===== config.mk =====
export PLATFORM = sky130hd
export DESIGN_NAME = mult_iter_n
export DESIGN_NICKNAME = d
export VERILOG_FILES = /design/src/rtl/mult_pkg.sv /design/src/rtl/mult_pp_step.sv /design/src/rtl/mult_iter_n.sv
export SDC_FILE = /design/constraint.sdc
export NUM_CORES = 1
export LEC_CHECK = 0
export CAP_MARGIN = 20
export CORE_MARGIN = 1.5
export CORE_UTILIZATION = 35
export CTS_CLUSTER_SIZE = 16
export DETAILED_ROUTE_END_ITERATION = 16
export GPL_TIMING_DRIVEN = 1
export PLACE_DENSITY = 0.64
export SYNTH_ARGS = -nofsm -noshare
export SYNTH_HDL_FRONTEND = slang
export SYNTH_SLANG_ARGS = --single-unit

===== constraint.sdc =====
create_clock -name m_clock -period 15 [get_ports m_clock]
set_clock_uncertainty 0.15 [all_clocks]
set_input_delay 4.5 -clock m_clock [delete_from_list [all_inputs] [get_ports m_clock]]
set_output_delay 4.5 -clock m_clock [all_outputs]
set_load 0.005 [all_outputs]

===== src/rtl/mult_pkg.sv =====
// Shared types and helpers for the iterative multiplier family.
package mult_pkg;

  // Controller states: accept in IDLE/DONE, iterate in CALC, apply sign in FIX.
  typedef enum logic [1:0] {
    IDLE = 2'd0,
    CALC = 2'd1,
    FIX  = 2'd2,
    DONE = 2'd3
  } state_e;

  // Widest value the negate helper handles (product of two 64-bit operands).
  localparam int MAX_W = 128;

  // Legal parameter combinations: STEP in {1,2,4}, WIDTH a multiple of STEP.
  function automatic bit step_legal(input int width, input int step);
    return ((step == 1) || (step == 2) || (step == 4)) &&
           (width > 0) && (width <= 64) && ((width % step) == 0);
  endfunction

  // Two's complement negate when neg is set. Callers truncate the result to
  // their own width; modular negation keeps the low bits correct.
  function automatic logic [MAX_W-1:0] neg_if(input logic [MAX_W-1:0] x,
                                              input logic             neg);
    return neg ? -x : x;
  endfunction

endpackage


===== src/rtl/mult_pp_step.sv =====
// One shift-add iteration: acc + (|a| * digit) << (STEP * iter).
module mult_pp_step
  #(parameter int WIDTH = 32,
    parameter int STEP  = 1,
    parameter int CNT_W = 5)
  (input  logic [2*WIDTH-1:0] acc_i,
   input  logic [WIDTH-1:0]   a_mag_i,
   input  logic [STEP-1:0]    digit_i,
   input  logic [CNT_W-1:0]   iter_i,
   output logic [2*WIDTH-1:0] acc_o);

  localparam int PW   = 2 * WIDTH;
  localparam int SH_W = CNT_W + 3;

  logic [PW-1:0]   pp;
  logic [SH_W-1:0] shamt;

  // Partial product of the current digit, aligned to its bit position.
  always_comb begin
    pp    = PW'(a_mag_i) * PW'(digit_i);
    shamt = SH_W'(iter_i) * SH_W'(STEP);
    acc_o = acc_i + (pp << shamt);
  end

endmodule


===== src/rtl/mult_iter_n.sv =====
// Parametrised iterative multiplier: STEP multiplier bits per cycle, optional
// signed mode, back-to-back issue from DONE, one-cycle en pulse per result.
module mult_iter_n
  import mult_pkg::*;
  #(parameter int WIDTH     = 32,
    parameter int STEP      = 1,
    parameter int SIGNED_EN = 1)
  (input  logic               m_clock,
   input  logic               p_reset,
   input  logic [WIDTH-1:0]   a,
   input  logic [WIDTH-1:0]   b,
   input  logic               mult,
   input  logic               signed_mode,
   output logic [2*WIDTH-1:0] out,
   output logic               en,
   output logic               busy);

  localparam int PW    = 2 * WIDTH;
  localparam int N     = WIDTH / STEP;
  localparam int CNT_W = (N > 1) ? $clog2(N) : 1;
  localparam logic [CNT_W-1:0] LAST = CNT_W'(N - 1);

  if (!step_legal(WIDTH, STEP)) begin : g_bad_param
    $error("mult_iter_n: STEP must be 1, 2 or 4 and divide WIDTH (WIDTH <= 64)");
  end

  state_e           state_q, state_d;
  logic [CNT_W-1:0] cnt_q, cnt_d;
  logic [WIDTH-1:0] amag_q, amag_d;
  logic [WIDTH-1:0] bmag_q, bmag_d;
  logic             neg_q, neg_d;
  logic [PW-1:0]    acc_q, acc_d;
  logic [PW-1:0]    out_q, out_d;

  logic             sgn;
  logic [WIDTH-1:0] a_mag, b_mag;
  logic [CNT_W-1:0] iter;
  logic [PW-1:0]    acc_next;

  // Operand magnitudes and result sign, computed from the live inputs so they
  // can be latched in the accept cycle.
  assign sgn   = (SIGNED_EN != 0) && signed_mode;
  assign a_mag = WIDTH'(neg_if(MAX_W'(a), sgn & a[WIDTH-1]));
  assign b_mag = WIDTH'(neg_if(MAX_W'(b), sgn & b[WIDTH-1]));
  assign iter  = LAST - cnt_q;

  mult_pp_step #(.WIDTH(WIDTH), .STEP(STEP), .CNT_W(CNT_W)) u_pp_step (
    .acc_i   (acc_q),
    .a_mag_i (amag_q),
    .digit_i (bmag_q[STEP-1:0]),
    .iter_i  (iter),
    .acc_o   (acc_next)
  );

  // Next-state logic for the controller and datapath registers.
  always_comb begin
    // NOTE: every signal driven here gets a default first, so no path through
    // the case statement can leave one unassigned and infer a latch.
    state_d = state_q;
    cnt_d   = cnt_q;
    amag_d  = amag_q;
    bmag_d  = bmag_q;
    neg_d   = neg_q;
    acc_d   = acc_q;
    out_d   = out_q;
    unique case (state_q)
      IDLE, DONE: begin
        state_d = IDLE;
        if (mult) begin
          state_d = CALC;
          cnt_d   = LAST;
          amag_d  = a_mag;
          bmag_d  = b_mag;
          neg_d   = sgn & (a[WIDTH-1] ^ b[WIDTH-1]);
          acc_d   = '0;
        end
      end
      CALC: begin
        acc_d  = acc_next;
        bmag_d = bmag_q >> STEP;
        cnt_d  = cnt_q - CNT_W'(1);
        if (cnt_q == '0) state_d = FIX;
      end
      FIX: begin
        out_d   = PW'(neg_if(MAX_W'(acc_q), neg_q));
        state_d = DONE;
      end
      default: state_d = IDLE;
    endcase
  end

  // State register with synchronous active-high reset.
  always_ff @(posedge m_clock) begin
    // NOTE: non-blocking assignments so every register samples pre-edge values
    // regardless of statement order.
    if (p_reset) begin
      state_q <= IDLE;
      cnt_q   <= '0;
      amag_q  <= '0;
      bmag_q  <= '0;
      neg_q   <= 1'b0;
      acc_q   <= '0;
      out_q   <= '0;
    end else begin
      state_q <= state_d;
      cnt_q   <= cnt_d;
      amag_q  <= amag_d;
      bmag_q  <= bmag_d;
      neg_q   <= neg_d;
      acc_q   <= acc_d;
      out_q   <= out_d;
    end
  end

  assign out  = out_q;
  assign en   = (state_q == DONE);
  assign busy = (state_q == CALC) || (state_q == FIX);

endmodule

==> results.sh <==
export IMPL_synth_edff_count=0
export IMPL_path_cells="clkdlybuf4s50_1 -> or4_1 -> nor4_1 -> nand2b_1 -> nor3_1 -> a21oi_1 -> xnor2_1 -> nand2_1 -> o211ai_1 -> a21oi_1"
export IMPL_cp_slowest_stage_delay_ns=0.60
export IMPL_cp_required_ns=15.17
export IMPL_io_buffer_count=133
export IMPL_status="complete, no violations"
export IMPL_fp_dieH_um=211
export IMPL_synth_compound_area_share_pct=27.1
export IMPL_syn_inst=1987
export IMPL_area_delta_synth_final_pct=15.2
export IMPL_fp_dieW_um=211
export IMPL_ys_seq_area_share_pct=26.4
export IMPL_hold_buffers=0
export IMPL_synth_fa_ha_area_share_pct=6.65
export IMPL_start_util_pct=35.3
export IMPL_worst_pin_slew_ns=1.05
export IMPL_critPathTopFamily="simple AND/OR/NAND/NOR gates"
export IMPL_placed_cell_area_um2=16800
export IMPL_r2r_setup_slack_ns=8.80
export IMPL_nNetsFinal=2166
export IMPL_power_frac_clock_pct=19.3
export IMPL_ctsResizeCount=0
export IMPL_power_leakage_nw=6.68
export IMPL_internal_power_mw=1.36
export IMPL_synth_top_family_by_area="compound AO/OA/AOI/OAI gates"
export IMPL_clk_pin_slew_ns=0.08
export IMPL_pwr_share_seq_pct=31.1
export IMPL_htreeDepth=4
export IMPL_antenna_found_initial=0
export IMPL_gp_congestion=0.918
export IMPL_drc_errors=0
export IMPL_met3_length_um=1950
export IMPL_peakVddDrop_mv=0.0998
export IMPL_ant_nets=0
export IMPL_path_max_fanout=5
export IMPL_period_minus_slack_ns=7.00
export IMPL_firstDrtPassIters=5
export IMPL_path_class="input pin to register"
export IMPL_clockBufferDepth=2
export IMPL_synth_area_um2=15200
export IMPL_whs_ns=0.300
export IMPL_vias=14300
export IMPL_drtIter0Drc=975
export IMPL_power_total_mw=2.40
export IMPL_synth_avg_cell_area_um2=7.63
export IMPL_powerDensity_nw_per_um2=137
export IMPL_wl_um=43000
export IMPL_grt_pass1_vias=13300
export IMPL_cpMaxStageDelayCell="or4_1"
export IMPL_combPwrFrac_pct=49.6
export IMPL_fin_crit_sh_pct=46.7
export IMPL_gr_total_overflow=0
export IMPL_cp_end_kind="register"
export IMPL_topRoutingLayerUsed="met4"
export IMPL_yosys_area_share_xor_xnor_pct=10.0
export IMPL_critPathLaunchType="input pin"
export IMPL_cts_setup_buffers=0
export IMPL_cts_root_buf="clkbuf_16"
export IMPL_critical_path_most_common_cell="a21oi_1"
export IMPL_hold_path_class="register to register"
export IMPL_finalInstanceArea_um2=17500
export IMPL_syn_num_nets=2135
export IMPL_antenna_cells=0
export IMPL_finalSetupTns_ns=0
export IMPL_yosys_register_bits=200
export IMPL_cap_violations=0
export IMPL_switchingPower_mw=1.04
export IMPL_core_um2=42900
export IMPL_die_area_um2=44600
export IMPL_route_met2_wl_um=19200
export IMPL_holdPathStages=2
export IMPL_max_slew_margin_pct=29.5
export IMPL_worst_ep_arrival_time_ns=7.17
export IMPL_cts_tree="done"
export IMPL_grt_pass1_wl_um=70200
export IMPL_grt_max_degree=96
export IMPL_post_synth_num_cell_types=65
export IMPL_wl_per_cell_um=16.4
export IMPL_cts_buffers=17
export IMPL_drive_gt1_share_pct=5.47
export IMPL_switching_share_pct=43.4
export IMPL_r2r_cells=12
export IMPL_synthArstFlopShare_pct=0
export IMPL_fmax_mhz=143
export IMPL_rsz0062_at_grt="no"
export IMPL_clock_sinks=200
export IMPL_clk_latency_ns=0.48
export IMPL_synthSimpleGateAreaFrac_pct=19.8
export IMPL_utilization_pct=40.7
export IMPL_vias_per_cell=5.46
export IMPL_ioPinCount=134
export IMPL_hold_viol=0
export IMPL_crit_cells=10
export IMPL_path_buf_inv=1
export IMPL_maxSlewViolCount=0
export IMPL_num_rows=76
export IMPL_ys_warn_count=0
export IMPL_muxShareOfSynthArea_pct=5.68
export IMPL_yosys_most_used_dff="dfxtp_1"
export IMPL_dp_hpwl_um=32800
export IMPL_finalSetupViolCount=0
export IMPL_wl_met1_um=21200
export IMPL_grtUsageTotal_pct=19.5
## final timing paths
| kind | from | to |
|---|---|---|
| max | b[16] | bmag_q[25]$_SDFFE_PP0P_ |
| min | bmag_q[27]$_SDFFE_PP0P_ | bmag_q[27]$_SDFFE_PP0P_ |
| max reg2reg | cnt_q[4]$_SDFFE_PP0P_ | acc_q[62]$_SDFFE_PP0P_ |
| min reg2reg | bmag_q[27]$_SDFFE_PP0P_ | bmag_q[27]$_SDFFE_PP0P_ |
## state kept, by name, indices dropped and copies added, names as in the netlist
signal	flops
acc_q	64
amag_q	32
bmag_q	32
cnt_q	5
neg_q	1
out	64
state_q	2
## power groups by stage
stage | sequential [mW] | combinational, mW | clock, mW
detailed placement | 0.769 | 1.16 | 0
finish | 0.745 | 1.19 | 0.463
global placement | 0.764 | 1.14 | 0
floorplan | 0.726 | 0.840 | 0
global route | 0.762 | 1.32 | 0.497
CTS | 0.757 | 1.16 | 0.477
## layer usage
| layer | GRT usage, % | vias to the layer above |
|---|---|---|
| met1 | 27.1 | 6581 |
| met5 | 0 | - |
| met2 | 30.9 | 334 |
| li1 | - | 7333 |
| met4 | 4.63 | 0 |
| met3 | 3.69 | 41 |
## layout by cell type (no fill, tap or decap), types with 32 or more instances in the layout
cell               n
dfxtp_1          198
nand2_1          212
clkdlybuf4s50_1  132
nor2_1           250
nand3_1           38
xnor2_1           67
xor2_1           106
nor3_1            35
a21oi_1          146
a211oi_1          94
o31ai_1           39
a22o_1            38
inv_1             37
o21ai_0          134
mux2i_1           32
ha_1              78
## Yosys cell counts, types with 8 or more instances
library cell	n	share of area [%]
o21a_1	10	0.50
o21bai_1	8	0.40
nand2_1	212	5.3
a211oi_1	94	4.7
a31oi_1	15	0.62
a311oi_1	10	0.58
clkbuf_1	127	3.1
or2_2	8	0.33
a22oi_1	21	1.0
o31ai_1	39	1.9
buf_1	8	0.20
nor4_1	13	0.54
a22o_1	38	2.2
inv_1	37	0.92
ha_1	79	6.5
and2_1	10	0.41
nor3_1	35	1.2
o22ai_1	13	0.54
or3_1	23	0.95
mux4_2	21	3.1
nand4_1	27	1.1
o21ai_0	134	4.4
xor2_1	106	6.1
a21oi_1	147	4.9
nand2b_1	9	0.37
o211ai_1	20	0.99
a31o_2	8	0.46
mux2i_1	32	2.1
dfxtp_1	200	26
xnor2_1	67	3.9
a21o_1	28	1.4
o41ai_1	14	0.81
nor2b_1	10	0.41
nand3_1	38	1.3
or4_1	14	0.69
nor2_1	253	6.3
## cell type report
cell class	instances	area (um2)
fill	4377	25400
multi-input combinational	1611	10500
sequential	200	4010
timing repair buffer	149	1480
tap	585	732
clock buffer	18	429
inverter	39	146
clock inverter	13	141
## per-stage QoR
step | instances | worst slack [ns]
6_report | 2615 | 8.00
5_1_grt | 2615 | 7.69
4_1_cts | 2612 | 7.99
3_5_place_dp | 2581 | 7.48
3_3_place_gp | 2580 | 7.50
2_1_floorplan | 1987 | 8.43
## worst register-to-register path, cell delays in order, from the launching register on
cell       delay (ns)
dfxtp_1          0.98
clkinv_1         1.14
nor2_1           0.62
ha_1             0.37
nand4_1          0.19
a2111oi_0        0.89
nand3b_1         0.21
a21oi_1          0.17
o21ai_0          0.45
a21oi_1          0.24
o31ai_1          0.35
xor2_1           0.11
a22o_1           0.22
## kinds of logic after synthesis
family,count (synthesis)
buffers and inverters,176
XOR/XNOR,173
AND/OR/NAND/NOR,670
multiplexers,59
adder cells (fa/ha/maj),80
flip-flops,200
AO/OA/AOI/OAI,629
Note: power is estimated with default switching activity, not from simulation.
==> edit: new RTL, same settings <==
Register the inputs `a`, `b`, `mult` and `signed_mode` before use, with the module's reset. The logic sees them one clock later.
--- a/src/rtl/mult_iter_n.sv
+++ b/src/rtl/mult_iter_n.sv
@@ -22,2 +22,21 @@
 
+  logic [WIDTH-1:0] a_q;
+  logic [WIDTH-1:0] b_q;
+  logic mult_q;
+  logic signed_mode_q;
+
+  always_ff @(posedge m_clock) begin
+    if (p_reset) begin
+      a_q           <= '0;
+      b_q           <= '0;
+      mult_q        <= '0;
+      signed_mode_q <= '0;
+    end else begin
+      a_q           <= a;
+      b_q           <= b;
+      mult_q        <= mult;
+      signed_mode_q <= signed_mode;
+    end
+  end
+
   if (!step_legal(WIDTH, STEP)) begin : g_bad_param
@@ -41,5 +60,5 @@
   // can be latched in the accept cycle.
-  assign sgn   = (SIGNED_EN != 0) && signed_mode;
-  assign a_mag = WIDTH'(neg_if(MAX_W'(a), sgn & a[WIDTH-1]));
-  assign b_mag = WIDTH'(neg_if(MAX_W'(b), sgn & b[WIDTH-1]));
+  assign sgn   = (SIGNED_EN != 0) && signed_mode_q;
+  assign a_mag = WIDTH'(neg_if(MAX_W'(a_q), sgn & a_q[WIDTH-1]));
+  assign b_mag = WIDTH'(neg_if(MAX_W'(b_q), sgn & b_q[WIDTH-1]));
   assign iter  = LAST - cnt_q;
@@ -68,3 +87,3 @@
         state_d = IDLE;
-        if (mult) begin
+        if (mult_q) begin
           state_d = CALC;
@@ -73,3 +92,3 @@
           bmag_d  = b_mag;
-          neg_d   = sgn & (a[WIDTH-1] ^ b[WIDTH-1]);
+          neg_d   = sgn & (a_q[WIDTH-1] ^ b_q[WIDTH-1]);
           acc_d   = '0;
Check against the original RTL: not equivalent (a bounded check fails within 4 cycles, from zero or initial values and one cycle with p_reset high).
==> edit against the original RTL <==
- routed wire length increased by 9.2%
- fmax increased by 4.7%
- hold slack improved by 0.0026 ns
- largest cell class unchanged
- worst setup slack improved by 0.31 ns
- power increased by 11%
- synthesized cell count increased by 9.4%
- sequential cell count increased by 66
- cell area increased by 14%
- combinational power decreased by 20%
- area after synthesis increased by 12%
- die area increased by 12%
- via count increased by 8.8%
==> edit: results (changes against the original RTL) <==
| Metric | Value |
|---|---|
| Worst skew pair latency | `0.59 ns (+0.11 ns)` |
| Post-synthesis cell count | `2174 (+9.4%)` |
| Leak | `7.53 nW (+13%)` |
| Largest cells by area after synthesis | `dfxtp_1, ha_1, nor2_1` |
| Non-clk invs | `37 (-5.1%)` |
| Hold WS | `0.302 ns (+0.00259 ns)` |
| R2R depth | `19 (+7)` |
| Switching power | `0.000963 W (-7.5%)` |
| M1 wire length | `22100 µm (+4.4%)` |
| FF-to-FF End | `acc_q[63]$_SDFFE_PP0P_` |
| Clock Tree Buf Depth | `3 (+1)` |
| Dpl cell area | `18700 µm² (+11%)` |
| NonClk Buf Share | `0.0757 (-0.00898)` |
| Layout cells sized above 1 | `0.0605 (+0.00580)` |
| Number of H-tree levels | `1 (-3)` |
| Worst r2r src | `cnt_q[1]$_SDFFE_PP0P_` |
| Pre-CTS setup slack | `8.58 ns (+1.10 ns)` |
| DR WL met3 | `2330 µm (+20%)` |
| Top post-synthesis cells by count | `dfxtp_1, nor2_1, nand2_1, o21ai_0, a21oi_1` |
| First-pass GRT wire length | `76300 µm (+8.7%)` |
| Seq/Total Area, Yosys | `0.312 (+0.0482)` |
| Hold EP | `bmag_q[5]$_SDFFE_PP0P_` |
| Synthesized Nets | `2322 (+8.8%)` |
| Drt via density | `5.46 (about the same)` |
| Final period util | `0.446 (-0.0209)` |
| Largest net degree at the start of global routing | `87 (-9.4%)` |
| Placer Congestion | `0.913 (-0.52%)` |
| Vias in the first global route | `14600 (+9.6%)` |
| Tot Pwr | `0.00265 W (+11%)` |
| R2R setup slack | `9.22 ns (+0.42 ns)` |
| 1st-iter DRT viols | `1128 (+16%)` |
| Clock buf/inv share | `0.0546 (+0.0220)` |
| Comb_multi_in | `1723 (+7.0%)` |
| Routed wire length | `46900 µm (+9.2%)` |
| Status | `complete, no violations` |
| Worst setup path end | `busy` |
| Filler Cell Count | `4838 (+11%)` |
| Vias | `15500 (+8.8%)` |
| GRT Resource Usage Total | `0.184 (-0.0106)` |
| Worst setup path start | `state_q[0]$_SDFFE_PP0P_` |
| Distinct cell type count after synthesis | `71 (+9.2%)` |
| Cts bufs inserted | `31 (+14)` |
| CP Data Arrival Time | `2.04 ns (-5.13 ns)` |
| DR WL met2 | `21200 µm (+11%)` |
| Post-DP HPWL | `35100 µm (+7.0%)` |
| Final instance area | `19900 µm² (+14%)` |
| Worst-path clk slew | `0.06 ns (-0.02 ns)` |
| DP Cell Count | `2787 (+8.0%)` |
[edit: changes by cell type after synthesis, moves of 6 or more]
cell | unedited run | this run
o21ai_0 | 134 | 165
a22o_1 | 38 | 1
clkbuf_1 | 127 | 133
nor4_1 | 13 | 6
nand2_1 | 212 | 240
dfxtp_1 | 200 | 266
a21o_1 | 28 | 35
xnor2_1 | 67 | 76
o211ai_1 | 20 | 13
nor2b_1 | 10 | 79
xor2_1 | 106 | 100
[edit: cells by family after synthesis]
logic type               synth area share
AND/OR/NAND/NOR                     0.213
multiplexers                       0.0517
XOR/XNOR                           0.0904
adder cells (fa/ha/maj)            0.0592
buffers and inverters              0.0413
flip-flops                          0.312
AO/OA/AOI/OAI                       0.232
[edit: routing by layer]
metal  track usage  up-vias
met3        0.0227       67
met5             0        -
li1              -     7847
met2         0.303      382
met4        0.0582        0
met1         0.251     7246
[edit: critical path, cell delays in order, from the launching register on]
cell             delay [ns]
dfxtp_1                0.38
inv_1                  0.09
ha_4                   0.26
inv_1                  0.14
clkdlybuf4s50_1        0.59
